## src/rtl/round_referee.sv

```systemverilog
// Round controller and judge for rock-paper-scissors: captures moves on a button press,
// scores the round and publishes {ai, player} history. Optional debounce: REFEREE_DEBOUNCE_EN.
module round_referee #(
   parameter int unsigned WIN_SCORE       = 5,
   parameter int unsigned DEBOUNCE_CYCLES = 500000
) (
   input  logic       clock,
   input  logic       reset,
   input  logic       key_n,
   input  logic [1:0] player_move,
   input  logic [1:0] ai_choice,
   output logic [3:0] combination,
   output logic       comb_valid,
   output logic [1:0] result,
   output logic [3:0] player_score,
   output logic [3:0] ai_score,
   output logic [7:0] round_count,
   output logic       move_err,
   output logic       game_over
);

   if (WIN_SCORE < 1 || WIN_SCORE > 9 || DEBOUNCE_CYCLES < 1) begin : g_bad_param
      $error("round_referee: parameter out of range");
   end

   localparam logic [3:0] WIN = 4'(WIN_SCORE);

   localparam logic [1:0] RES_TIE    = 2'b00;
   localparam logic [1:0] RES_PLAYER = 2'b01;
   localparam logic [1:0] RES_AI     = 2'b10;

   typedef enum logic [1:0] {
      IDLE,
      JUDGE,
      PUBLISH,
      GAMEOVER
   } state_t;

   state_t state, state_nxt;

   logic       sync_1, sync_2;
   logic       press_evt;
   logic       capture, illegal;
   logic [1:0] p, a;
   logic [1:0] a_next;
   logic [1:0] outcome;

   always_ff @(posedge clock) begin
      if (!reset) begin
         sync_1 <= 1'b1;
         sync_2 <= 1'b1;
      end else begin
         sync_1 <= key_n;
         sync_2 <= sync_1;
      end
   end

`ifdef REFEREE_DEBOUNCE_EN
   localparam int unsigned DB_W = (DEBOUNCE_CYCLES > 1) ? $clog2(DEBOUNCE_CYCLES) : 1;
   localparam logic [DB_W-1:0] DB_LAST = DB_W'(DEBOUNCE_CYCLES - 1);

   logic [DB_W-1:0] db_count;
   logic            db_level;

   // db_level is the accepted key level; it flips only after DEBOUNCE_CYCLES
   // consecutive samples disagree with it, in either direction.
   always_ff @(posedge clock) begin
      if (!reset) begin
         db_count <= '0;
         db_level <= 1'b1;
      end else if (sync_2 == db_level) begin
         db_count <= '0;
      end else if (db_count == DB_LAST) begin
         db_count <= '0;
         db_level <= sync_2;
      end else begin
         db_count <= db_count + 1'b1;
      end
   end

   always_comb begin
      press_evt = db_level && !sync_2 && (db_count == DB_LAST);
   end
`else
   logic key_prev;

   always_ff @(posedge clock) begin
      if (!reset) begin
         key_prev <= 1'b1;
      end else begin
         key_prev <= sync_2;
      end
   end

   always_comb begin
      press_evt = key_prev && !sync_2;
   end
`endif

   always_ff @(posedge clock) begin
      if (!reset) begin
         state <= IDLE;
      end else begin
         state <= state_nxt;
      end
   end

   always_comb begin
      state_nxt = state;
      capture   = 1'b0;
      illegal   = 1'b0;
      case (state)
         IDLE: begin
            if (press_evt) begin
               if (player_move == 2'd3) begin
                  illegal = 1'b1;
               end else begin
                  capture   = 1'b1;
                  state_nxt = JUDGE;
               end
            end
         end
         JUDGE:    state_nxt = PUBLISH;
         PUBLISH:  state_nxt = (player_score == WIN || ai_score == WIN) ? GAMEOVER : IDLE;
         GAMEOVER: state_nxt = GAMEOVER;
         default:  state_nxt = IDLE;
      endcase
   end

   always_comb begin
      a_next = (a == 2'd2) ? 2'd0 : a + 2'd1;
      if (p == a) begin
         outcome = RES_TIE;
      end else if (p == a_next) begin
         outcome = RES_PLAYER;
      end else begin
         outcome = RES_AI;
      end
   end

   // The PUBLISH-cycle outputs (combination, comb_valid, round_count) are
   // registered on the JUDGE->PUBLISH edge so they are stable during PUBLISH.
   always_ff @(posedge clock) begin
      if (!reset) begin
         p            <= '0;
         a            <= '0;
         combination  <= '0;
         comb_valid   <= 1'b0;
         result       <= RES_TIE;
         player_score <= '0;
         ai_score     <= '0;
         round_count  <= '0;
         move_err     <= 1'b0;
         game_over    <= 1'b0;
      end else begin
         move_err   <= illegal;
         comb_valid <= (state == JUDGE);
         game_over  <= (state_nxt == GAMEOVER);
         if (capture) begin
            p <= player_move;
            a <= ai_choice;
         end
         if (state == JUDGE) begin
            result      <= outcome;
            combination <= {a, p};
            round_count <= round_count + 8'd1;
            if (outcome == RES_PLAYER && player_score != WIN) begin
               player_score <= player_score + 4'd1;
            end
            if (outcome == RES_AI && ai_score != WIN) begin
               ai_score <= ai_score + 4'd1;
            end
         end
      end
   end

endmodule

```

## config.mk

```make
export PLATFORM = sky130hd
export DESIGN_NAME = round_referee
export DESIGN_NICKNAME = d
export VERILOG_FILES = /design/src/rtl/round_referee.sv
export SDC_FILE = /design/constraint.sdc
export NUM_CORES = 1
export LEC_CHECK = 0
export ABC_AREA = 1
export CAP_MARGIN = 40
export CORE_UTILIZATION = 66
export CTS_CLUSTER_SIZE = 28
export DETAILED_ROUTE_END_ITERATION = 12
export DONT_BUFFER_PORTS = 1
export PLACE_DENSITY = 0.89
export SETUP_SLACK_MARGIN = 0.1
export SLEW_MARGIN = 10
export SYNTH_ARGS = -nofsm -noshare
export SYNTH_HDL_FRONTEND = slang
export SYNTH_SLANG_ARGS = --single-unit
export TNS_END_PERCENT = 5
```

## constraint.sdc

```tcl
create_clock -name clock -period 2.3 [get_ports clock]
set_clock_uncertainty 0.1 [all_clocks]
set_input_delay 0.46 -clock clock [delete_from_list [all_inputs] [get_ports clock]]
set_output_delay 0.46 -clock clock [all_outputs]
set_load 0.02 [all_outputs]
```

==> results of run 1 <==
## power breakdown
group	internal, uW	leakage [uW]	switching [uW]	total [uW]
Clock	340	0.0000554	218	558
Combinational	18.8	0.000355	38.6	57.4
Sequential	599	0.000275	15.5	615
Total	958	0.000685	272	1230
## layout by cell type, fill, tap and decap left out, types with 2 or more instances in the layout
cell        n
bufinv_16   2
nand2_1    41
ha_1        5
nand3_1     4
clkbuf_4    5
dfxtp_1    34
nor3_1      3
nor2_4      2
a21oi_1    15
o21ai_0     8
or2_2       2
nand4_1     8
nor2_1     29
nand2_2     5
inv_1      22
a211oi_1    2
o21ai_2     2
## state kept, by name (all words and copies together) (netlist names)
name and cells:
result 2, combination 4, a 2, sync_1 1
game_over 1, state 2, sync_2 1, key_prev 1
player_score 4, round_count 8, p 2, comb_valid 1
ai_score 4, move_err 1
## worst register-to-register path: stages (launching register included)
cell     delay, ps
dfxtp_1        530
inv_1           90
ha_1           180
nand2_1        100
nor2_1          90
o31ai_1        410
a21oi_1        110
## metal layers
metal | track usage, % | vias to the layer above
li1 | - | 652
met1 | 28.8 | 579
met2 | 49.1 | 49
met3 | 10.0 | 13
met4 | 14.4 | 0
met5 | 0 | -
## cell families (layout without fill, tap and decap cells)
| family | Yosys count | after routing | share of synthesized area, % |
|---|---|---|---|
| compound gates | 31 | 31 | 12.1 |
| fa+ha+maj | 5 | 5 | 4.05 |
| flops | 34 | 34 | 44.0 |
| buf+inv | 28 | 32 | 7.85 |
| simple gates | 102 | 102 | 32.0 |
## cell type report
type	instances	share of cell area [%]
multi-input cells	138	44.8
inverters	24	5.72
clock inverters	3	4.14
flip-flops and latches	34	41.0
clock buffers	5	2.26
well taps	28	2.11
## stage by stage
step           setup slack (ps)  utilization [%]  power, uW  hold WS, ps
2_1_floorplan               774                -        680          292
3_3_place_gp                712             70.3        681          298
3_5_place_dp                580             70.3        685          307
4_1_cts                     579             75.1       1230         66.9
5_1_grt                     464             75.1       1270         81.2
6_report                    566             75.1       1230         76.8
## worst max-delay path by stage
stage / startpoint / to / slack (ps)
after CTS: player_score[1] / state[0] / 580
after global routing: player_score[1] / state[0] / 460
after detailed placement: player_score[1] / state[1] / 580
after global placement: player_score[1] / state[0] / 710
final: player_score[1] / state[1] / 570
after floorplan: player_score[1] / state[0] / 770
==> flow_summary.json, run 1 <==
{
  "ff_latch_area_um2": 681,
  "clock_latency_ps": 350,
  "grt_pass1_vias": 1288,
  "cts_tree": "done",
  "worst-path-stages": 6,
  "synth_top_area_share_pct": 44.0,
  "whs_path_depth": 1,
  "min_period_ps": 1730,
  "area_growth_pct": 7.44,
  "critPathRequiredTime_ps": 2430,
  "avgRoutedWirePerCell_um": 13.5,
  "power_density_nw_per_um2": 740,
  "clockRootBuffer": "clkbuf_4",
  "cp_max_fo": 5,
  "multi_input_area_um2": 744,
  "track_usage_pct": 27.9,
  "synth_commonest_cells": "41 x nand2_1, 34 x dfxtp_1, 29 x nor2_1",
  "grt_max_degree": 22,
  "initial_utilization_pct": 69.9,
  "dr.max_layer_used": "met4",
  "die_h_um": 50.4,
  "netlist_area_um2": 1550,
  "wl_met2_um": 1510,
  "setup_tns_ps": 0,
  "fillCellCount": 167,
  "drt_first_iter_violations": 17,
  "met3_length_um": 214,
  "portBuffers": 0,
  "dieArea_um2": 2540,
  "grt_pass1_wl_um": 5250,
  "io_pins": 32,
  "wl_met1_um": 1310,
  "htreeDepth": 2,
  "endpoint_kind": "register",
  "path_class": "register to register",
  "synth-main-ff-cell": "dfxtp_1",
  "yosys_warnings": 0,
  "first_pass_iters": 5,
  "fin_crit_sh_pct": 75.4,
  "yosysMostFrequentCell": "nand2_1",
  "gp_congestion": 0.822,
  "final_area_um2": 1660,
  "start_kind": "register",
  "vias_per_cell": 5.57,
  "reg2reg_to": "state[1]",
  "overflow": 0,
  "min_to": "key_prev",
  "wl_um": 3130,
  "slowest_delay_ps": 530,
  "via_count": 1293,
  "core.rowCount": 17,
  "path_delay_family": "flip-flops",
  "max_freq_mhz": 577,
  "cts_resized": 0,
  "total_leakage_power_uw": 0.000685,
  "antenna_left": 0,
  "path_cells": "inv_1 > ha_1 > nand2_1 > nor2_1 > o31ai_1 > a21oi_1",
  "dp_cells": 224,
  "tightestPinTransition_ps": 395,
  "ys_seq_area_share_pct": 44.0,
  "finalHoldViolations": 0,
  "synth_top_area_cell": "dfxtp_1",
  "rsz0062_at_grt": "no",
  "ys_seq_elements": 34,
  "clock_sinks": 34,
  "drive_gt1_share_pct": 12.7,
  "final_cells": 232,
  "hpwlAfterDp_um": 2210,
  "relSlewSlack_pct": 73.4,
  "reg2reg_from": "player_score[1]",
  "synthCells": 200,
  "ys_async_sr_fraction_pct": 0,
  "die_w_um": 50.4,
  "r2r_slack_ps": 570,
  "postPlaceCellArea_um2": 1560,
  "syn_avg_cell_area_um2": 7.73,
  "r2r_cells": 6,
  "antenna_found_initial": 0,
  "clock_path_buffers": 2,
  "hold_path_class": "input pin to register",
  "worstPathArrival_ps": 1870,
  "run_status": "finished, final reports clean",
  "crit_slowest_cell": "dfxtp_1",
  "vdd_drop_max_uv": 760,
  "synth_fp_nets": 212,
  "clk_transition_reported_paths_ps": 110,
  "antenna_cells": 0,
  "slew_viol_final": 0,
  "synth-edff-count": 0,
  "cts_buffers": 5,
  "critPathBufInv": 1,
  "hold_path.startpoint": "reset",
  "ys_types": 32,
  "ctsHoldBuffers": 0,
  "max_cap_viol_count": 0,
  "postCtsSetupRepairBufs": 0,
  "drc": 0,
  "fin_nets": 215,
  "ys_top_cells_by_area": "dfxtp_1 44%, nand2_1 10%, nor2_1 7.0%",
  "coreArea_um2": 2210,
  "setup_violations": 0
}
No activity file was read; power rests on OpenSTA's default activity.
==> run 2: changes to the inputs <==
Settings changed: CORE_UTILIZATION 66 to 55, PLACE_DENSITY 0.89 to 0.8.
Clock period 2.3 ns to 1.41 ns, I/O delays scaled along.
==> run 2 against run 1 <==
  * The flow now finishes with violations (hold timing)
  * Clock power grew 3%
  * First-iteration DRC count grew 94%
  * Wire length grew 2.6%
  * Critical endpoint is now ai_score[2]
  * Highest routed layer unchanged
==> flow_summary.json, run 2 (synthesized netlist as in run 1, its figures left out) <==
{
  "slowest_delay_ps": 440,
  "die_h_um": 55.0,
  "cts_buffers": 5,
  "grt_pass1_vias": 1151,
  "path_cells": "buf_4",
  "fin_nets": 237,
  "avgRoutedWirePerCell_um": 12.5,
  "relSlewSlack_pct": 72.9,
  "hold_path_class": "input pin to register",
  "wl_um": 3210,
  "multi_input_area_um2": 808,
  "regMostFlops": "round_count",
  "portBuffers": 0,
  "combPwrFrac_pct": 6.8,
  "setup_tns_ps": 0,
  "start_kind": "register",
  "setup_violations": 0,
  "clock_latency_ps": 340,
  "post-route-util_pct": 72.5,
  "antenna_left": 0,
  "finalHoldViolations": 18,
  "startpoint": "ai_score[2]",
  "run_status": "complete, but fails checks",
  "initial_utilization_pct": 60.2,
  "io_pins": 32,
  "min_period_ps": 1330,
  "overflow": 0,
  "via_count": 1343,
  "dieArea_um2": 3030,
  "clockRootBuffer": "clkbuf_4",
  "clk_transition_reported_paths_ps": 110,
  "worstPathArrival_ps": 950,
  "switchingPower_uw": 423,
  "vias_per_cell": 5.25,
  "hpwlAfterDp_um": 2240,
  "critPathRequiredTime_ps": 1030,
  "drc": 0,
  "clock_path_buffers": 2,
  "clock_sinks": 34,
  "slew_viol_final": 0,
  "p_sw_share_pct": 25.1,
  "reg2reg_from": "a[1]",
  "max_cap_viol_count": 0,
  "core.rowCount": 18,
  "drive_gt1_share_pct": 28.8,
  "largest_reg_flops": 8,
  "r2r_slack_ps": 100,
  "whs_ps": -50.2,
  "endpoint_kind": "output pin",
  "area_growth_pct": 20.3,
  "power_density_nw_per_um2": 905,
  "rsz0062_at_grt": "yes",
  "die_w_um": 55.0,
  "vdd_drop_max_uv": 785,
  "violations": "hold timing",
  "p_int_uw": 1260,
  "p_clk_share_pct": 34.0,
  "mostFrequentLayoutCell": "nand2_1",
  "htreeDepth": 2,
  "coreArea_um2": 2570,
  "hold_path.startpoint": "reset",
  "final_cell_mix": "41 x nand2_1, 25 x nor2_1, 25 x dfxtp_1",
  "fillCellCount": 201,
  "cts_tree": "done",
  "fin_crit_sh_pct": 94.3,
  "drt_first_iter_violations": 33,
  "critPathBufInv": 1,
  "path_class": "register to output pin",
  "cp_max_fo": 4,
  "crit_slowest_cell": "dfxtp_1",
  "tightestPinTransition_ps": 407,
  "grt_pass1_wl_um": 4930,
  "first_pass_iters": 4,
  "ff_latch_area_um2": 694,
  "grt_max_degree": 22,
  "total_leakage_power_uw": 0.000790,
  "ctsHoldBuffers": 2,
  "antenna_found_initial": 0,
  "antenna_cells": 0,
  "track_usage_pct": 23.4,
  "gp_congestion": 0.902,
  "pwr-share-seq_pct": 59.2,
  "path_delay_family": "flip-flops",
  "max_freq_mhz": 752
}
[run 2: repair_timing]
item | CTS | global route
setup endpoints to repair | 14 | 29
pin swaps | 3 | 6
gates resized for setup | 15 | 6
endpoints found under the hold margin | 21 | 18
cloned | 0 | 1
buffers inserted | 2 | 2
[run 2: layer usage]
layer  track usage (%)  vias up  share of wire [%]  routed length (um)
met5                 0        -                  0                   0
met4              6.25        0               0.12                   4
met3              10.1        2                6.4                 206
met2              36.1       38                 49                1580
met1              29.7      600                 44                1420
li1                  -      703                  -                   -
[run 2: through the flow]
| step | setup WS [ps] | cells | instance area (um2) | power, uW | hold slack, ps |
|---|---|---|---|---|---|
| finish | 80.3 | 256 | 1860 | 1680 | -50.2 |
| floorplan | 38.8 | 200 | 1560 | 1110 | 289 |
| global placement | 66.6 | 241 | 1680 | 1120 | 254 |
| global route | 6.98 | 256 | 1860 | 1750 | -68.8 |
| detailed placement | 11.1 | 241 | 1680 | 1120 | 263 |
| CTS | 83.6 | 253 | 1830 | 1690 | -60.6 |
[run 2: power by group through the flow]
stage               logic [uW]  clock network [uW]  registers [uW]
finish                     114                 572             997
global route               129                 624             999
CTS                        110                 582             998
detailed placement         103                   0            1020
global placement          99.0                   0            1020
floorplan                 87.0                   0            1020
[run 2: layout make-up]
class,instances,share of cell area [%]
Sequential cell,34,37.3
Inverter,24,5.25
Clock inverter,1,0.269
Timing Repair Buffer,21,8.74
Tap cell,30,2.02
Clock buffer,7,2.96
Multi-Input combinational cell,139,43.4
[run 2: path summary, 6_finish.rpt]
path         cells after the start              end
max                              1      ai_score[2]
min reg2reg                      1           sync_2
min                              2  player_score[3]
max reg2reg                      7      ai_score[1]
==> run 3: changes to the inputs <==
Settings changed: ABC_AREA 1 to unset.
==> run 3 against run 2 <==
  * The flow finishes with violations (setup timing)
  * Sequential share of layout area down 0.81 points
  * Sequential cell count unchanged
  * Maximum frequency down 15%
  * Total power up 1.5%
  * Core utilization up 5.3 points
  * Non-clock buffer count up 12
  * First-iteration DRC count down 30%
  * Final cell count down 13%
  * Critical endpoint is now player_score[1]
==> flow_summary.json, run 3 <==
{
  "rsz0062_at_grt": "yes",
  "ff_latch_area_um2": 709,
  "ys_types": 36,
  "worst-path-stages": 5,
  "violations": "setup timing",
  "core.rowCount": 18,
  "drc": 0,
  "area_growth_pct": 32.8,
  "endpoint_kind": "register",
  "path_delay_family": "compound AO/OA/AOI/OAI gates",
  "die_h_um": 53.6,
  "worstPathArrival_ps": 1710,
  "mostFrequentLayoutCell": "buf_4",
  "r2r_cells": 5,
  "total_power_uw": 1710,
  "min_to": "ai_score[3]",
  "first_pass_iters": 4,
  "syn_avg_cell_area_um2": 9.20,
  "largest_reg_flops": 8,
  "timing.final.ws_setup_ps": -158,
  "synth_commonest_cells": "34 x dfxtp_1, 19 x nand2_1, 17 x nor2_1",
  "hold_path_class": "input pin to register",
  "clockRootBuffer": "clkbuf_4",
  "setup_tns_ps": -852,
  "r2r_slack_ps": -160,
  "tightestPinTransition_ps": 436,
  "dp_cells": 209,
  "fillCellCount": 157,
  "path_class": "register to register",
  "total_leakage_power_uw": 0.000756,
  "synth-edff-count": 0,
  "clock_path_buffers": 2,
  "relSlewSlack_pct": 70.8,
  "post-route-util_pct": 77.7,
  "hold_path.startpoint": "reset",
  "startpoint": "a[1]",
  "synth-main-ff-cell": "dfxtp_1",
  "path_cells": "and4bb_2 > o311ai_4 > buf_4 > nand3_1 > o31ai_1",
  "clock_latency_ps": 340,
  "fin_crit_sh_pct": 111,
  "clock_sinks": 34,
  "avgRoutedWirePerCell_um": 15.4,
  "grt_pass1_wl_um": 4960,
  "reg2reg_from": "a[1]",
  "final_cell_mix": "23 x buf_4, 21 x dfxtp_1, 18 x nand2_1",
  "portBuffers": 0,
  "ys_top_cells_by_area": "dfxtp_1 47%, mux2i_1 6.2%, nand2_1 4.9%",
  "whs_path_depth": 2,
  "min_period_ps": 1570,
  "start_kind": "register",
  "dieArea_um2": 2870,
  "die_w_um": 53.6,
  "htreeDepth": 2,
  "via_count": 1255,
  "netlist_area_um2": 1460,
  "cts_buffers": 5,
  "synth_fp_nets": 171,
  "critPathRequiredTime_ps": 1550,
  "grt_pass1_vias": 1156,
  "finalHoldViolations": 0,
  "wl_um": 3450,
  "ys_seq_area_share_pct": 46.5,
  "synthCells": 159,
  "initial_utilization_pct": 58.5,
  "multi_input_area_um2": 818,
  "cp_max_fo": 6,
  "slew_viol_final": 0,
  "grt_max_degree": 25,
  "whs_ps": 27.3,
  "max_cap_viol_count": 0,
  "antenna_left": 0,
  "vdd_drop_max_uv": 815,
  "setup_violations": 10,
  "cts_tree": "done",
  "ys_seq_elements": 34,
  "clk_transition_reported_paths_ps": 90,
  "antenna_found_initial": 0,
  "drt_first_iter_violations": 23,
  "overflow": 0,
  "synth_top_area_cell": "dfxtp_1",
  "synth_top_area_share_pct": 46.5,
  "yosys_warnings": 0,
  "power_density_nw_per_um2": 880,
  "fin_nets": 205,
  "slowest_delay_ps": 410,
  "drive_gt1_share_pct": 33.0,
  "final_cells": 224,
  "coreArea_um2": 2500,
  "io_pins": 32,
  "critPathBufInv": 1,
  "reg2reg_to": "player_score[1]",
  "crit_slowest_cell": "dfxtp_4",
  "ys_async_sr_fraction_pct": 0,
  "hpwlAfterDp_um": 2230,
  "max_freq_mhz": 638,
  "regMostFlops": "round_count",
  "vias_per_cell": 5.60,
  "antenna_cells": 0,
  "track_usage_pct": 25.1,
  "run_status": "complete, but fails checks",
  "gp_congestion": 0.707,
  "yosysMostFrequentCell": "dfxtp_1"
}
## run 3: report_power, final
group / switching, uW / internal, uW / leakage [uW]
sequential: 14.6 / 963 / 0.000283
combinational: 55.5 / 51.1 / 0.000435
clock: 320 / 305 / 0.0000377
## run 3: kinds of logic (layout without fill, tap and decap cells)
logic type | after synthesis | in the layout | share of synthesized area, %
xor gates and xnor gates | 8 | 8 | 4.79
buffers and inverters | 11 | 46 | 3.42
adders and majority gates | 5 | 5 | 4.28
muxes | 9 | 9 | 6.16
AOI/OAI and AO/OA | 26 | 26 | 11.9
and+or+nand+nor | 66 | 66 | 22.9
DFF | 34 | 34 | 46.5
## run 3: worst max path at each step
stage                       to  slack, ps
6_report       player_score[1]       -160
5_1_grt        player_score[1]       -220
4_1_cts        player_score[2]       -130
3_5_place_dp   player_score[2]       -190
3_3_place_gp   player_score[1]       -120
2_1_floorplan  player_score[2]        -50
## run 3: routing by layer
metal  GRT usage [%]  up-vias  part of all wire [%]  wire length [um]
met5               0        -                     0                 0
met2            42.7       36                    53              1830
li1                -      619                     -                 -
met4            15.4        0                   1.4                48
met3            7.91        6                   5.6               193
met1            26.9      594                    40              1370
## run 3: area by class of cell
| type | count | share of cell area (%) |
|---|---|---|
| Timing Repair Buffer | 33 | 14.9 |
| Clock buffer | 8 | 3.61 |
| Sequential cell | 34 | 36.5 |
| Tap cell | 30 | 1.93 |
| Multi-Input combinational cell | 114 | 42.1 |
| Inverter | 5 | 0.966 |
## run 3: timing repair
action | in CTS | in global routing
resized for setup | 15 | 19
pin swaps | 7 | 5
buffers inserted | 1 | 0
endpoints found under the setup margin | 23 | 28
endpoints found under the hold margin | 13 | 1
hold buffers | 5 | 1
## run 3: stage by stage
stage                     area (um2)  setup WS (ps)
after floorplan                 1490          -48.8
after global placement          1710           -116
after detailed placement        1710           -188
after CTS                       1870           -126
after global routing            1940           -217
final                           1940           -158
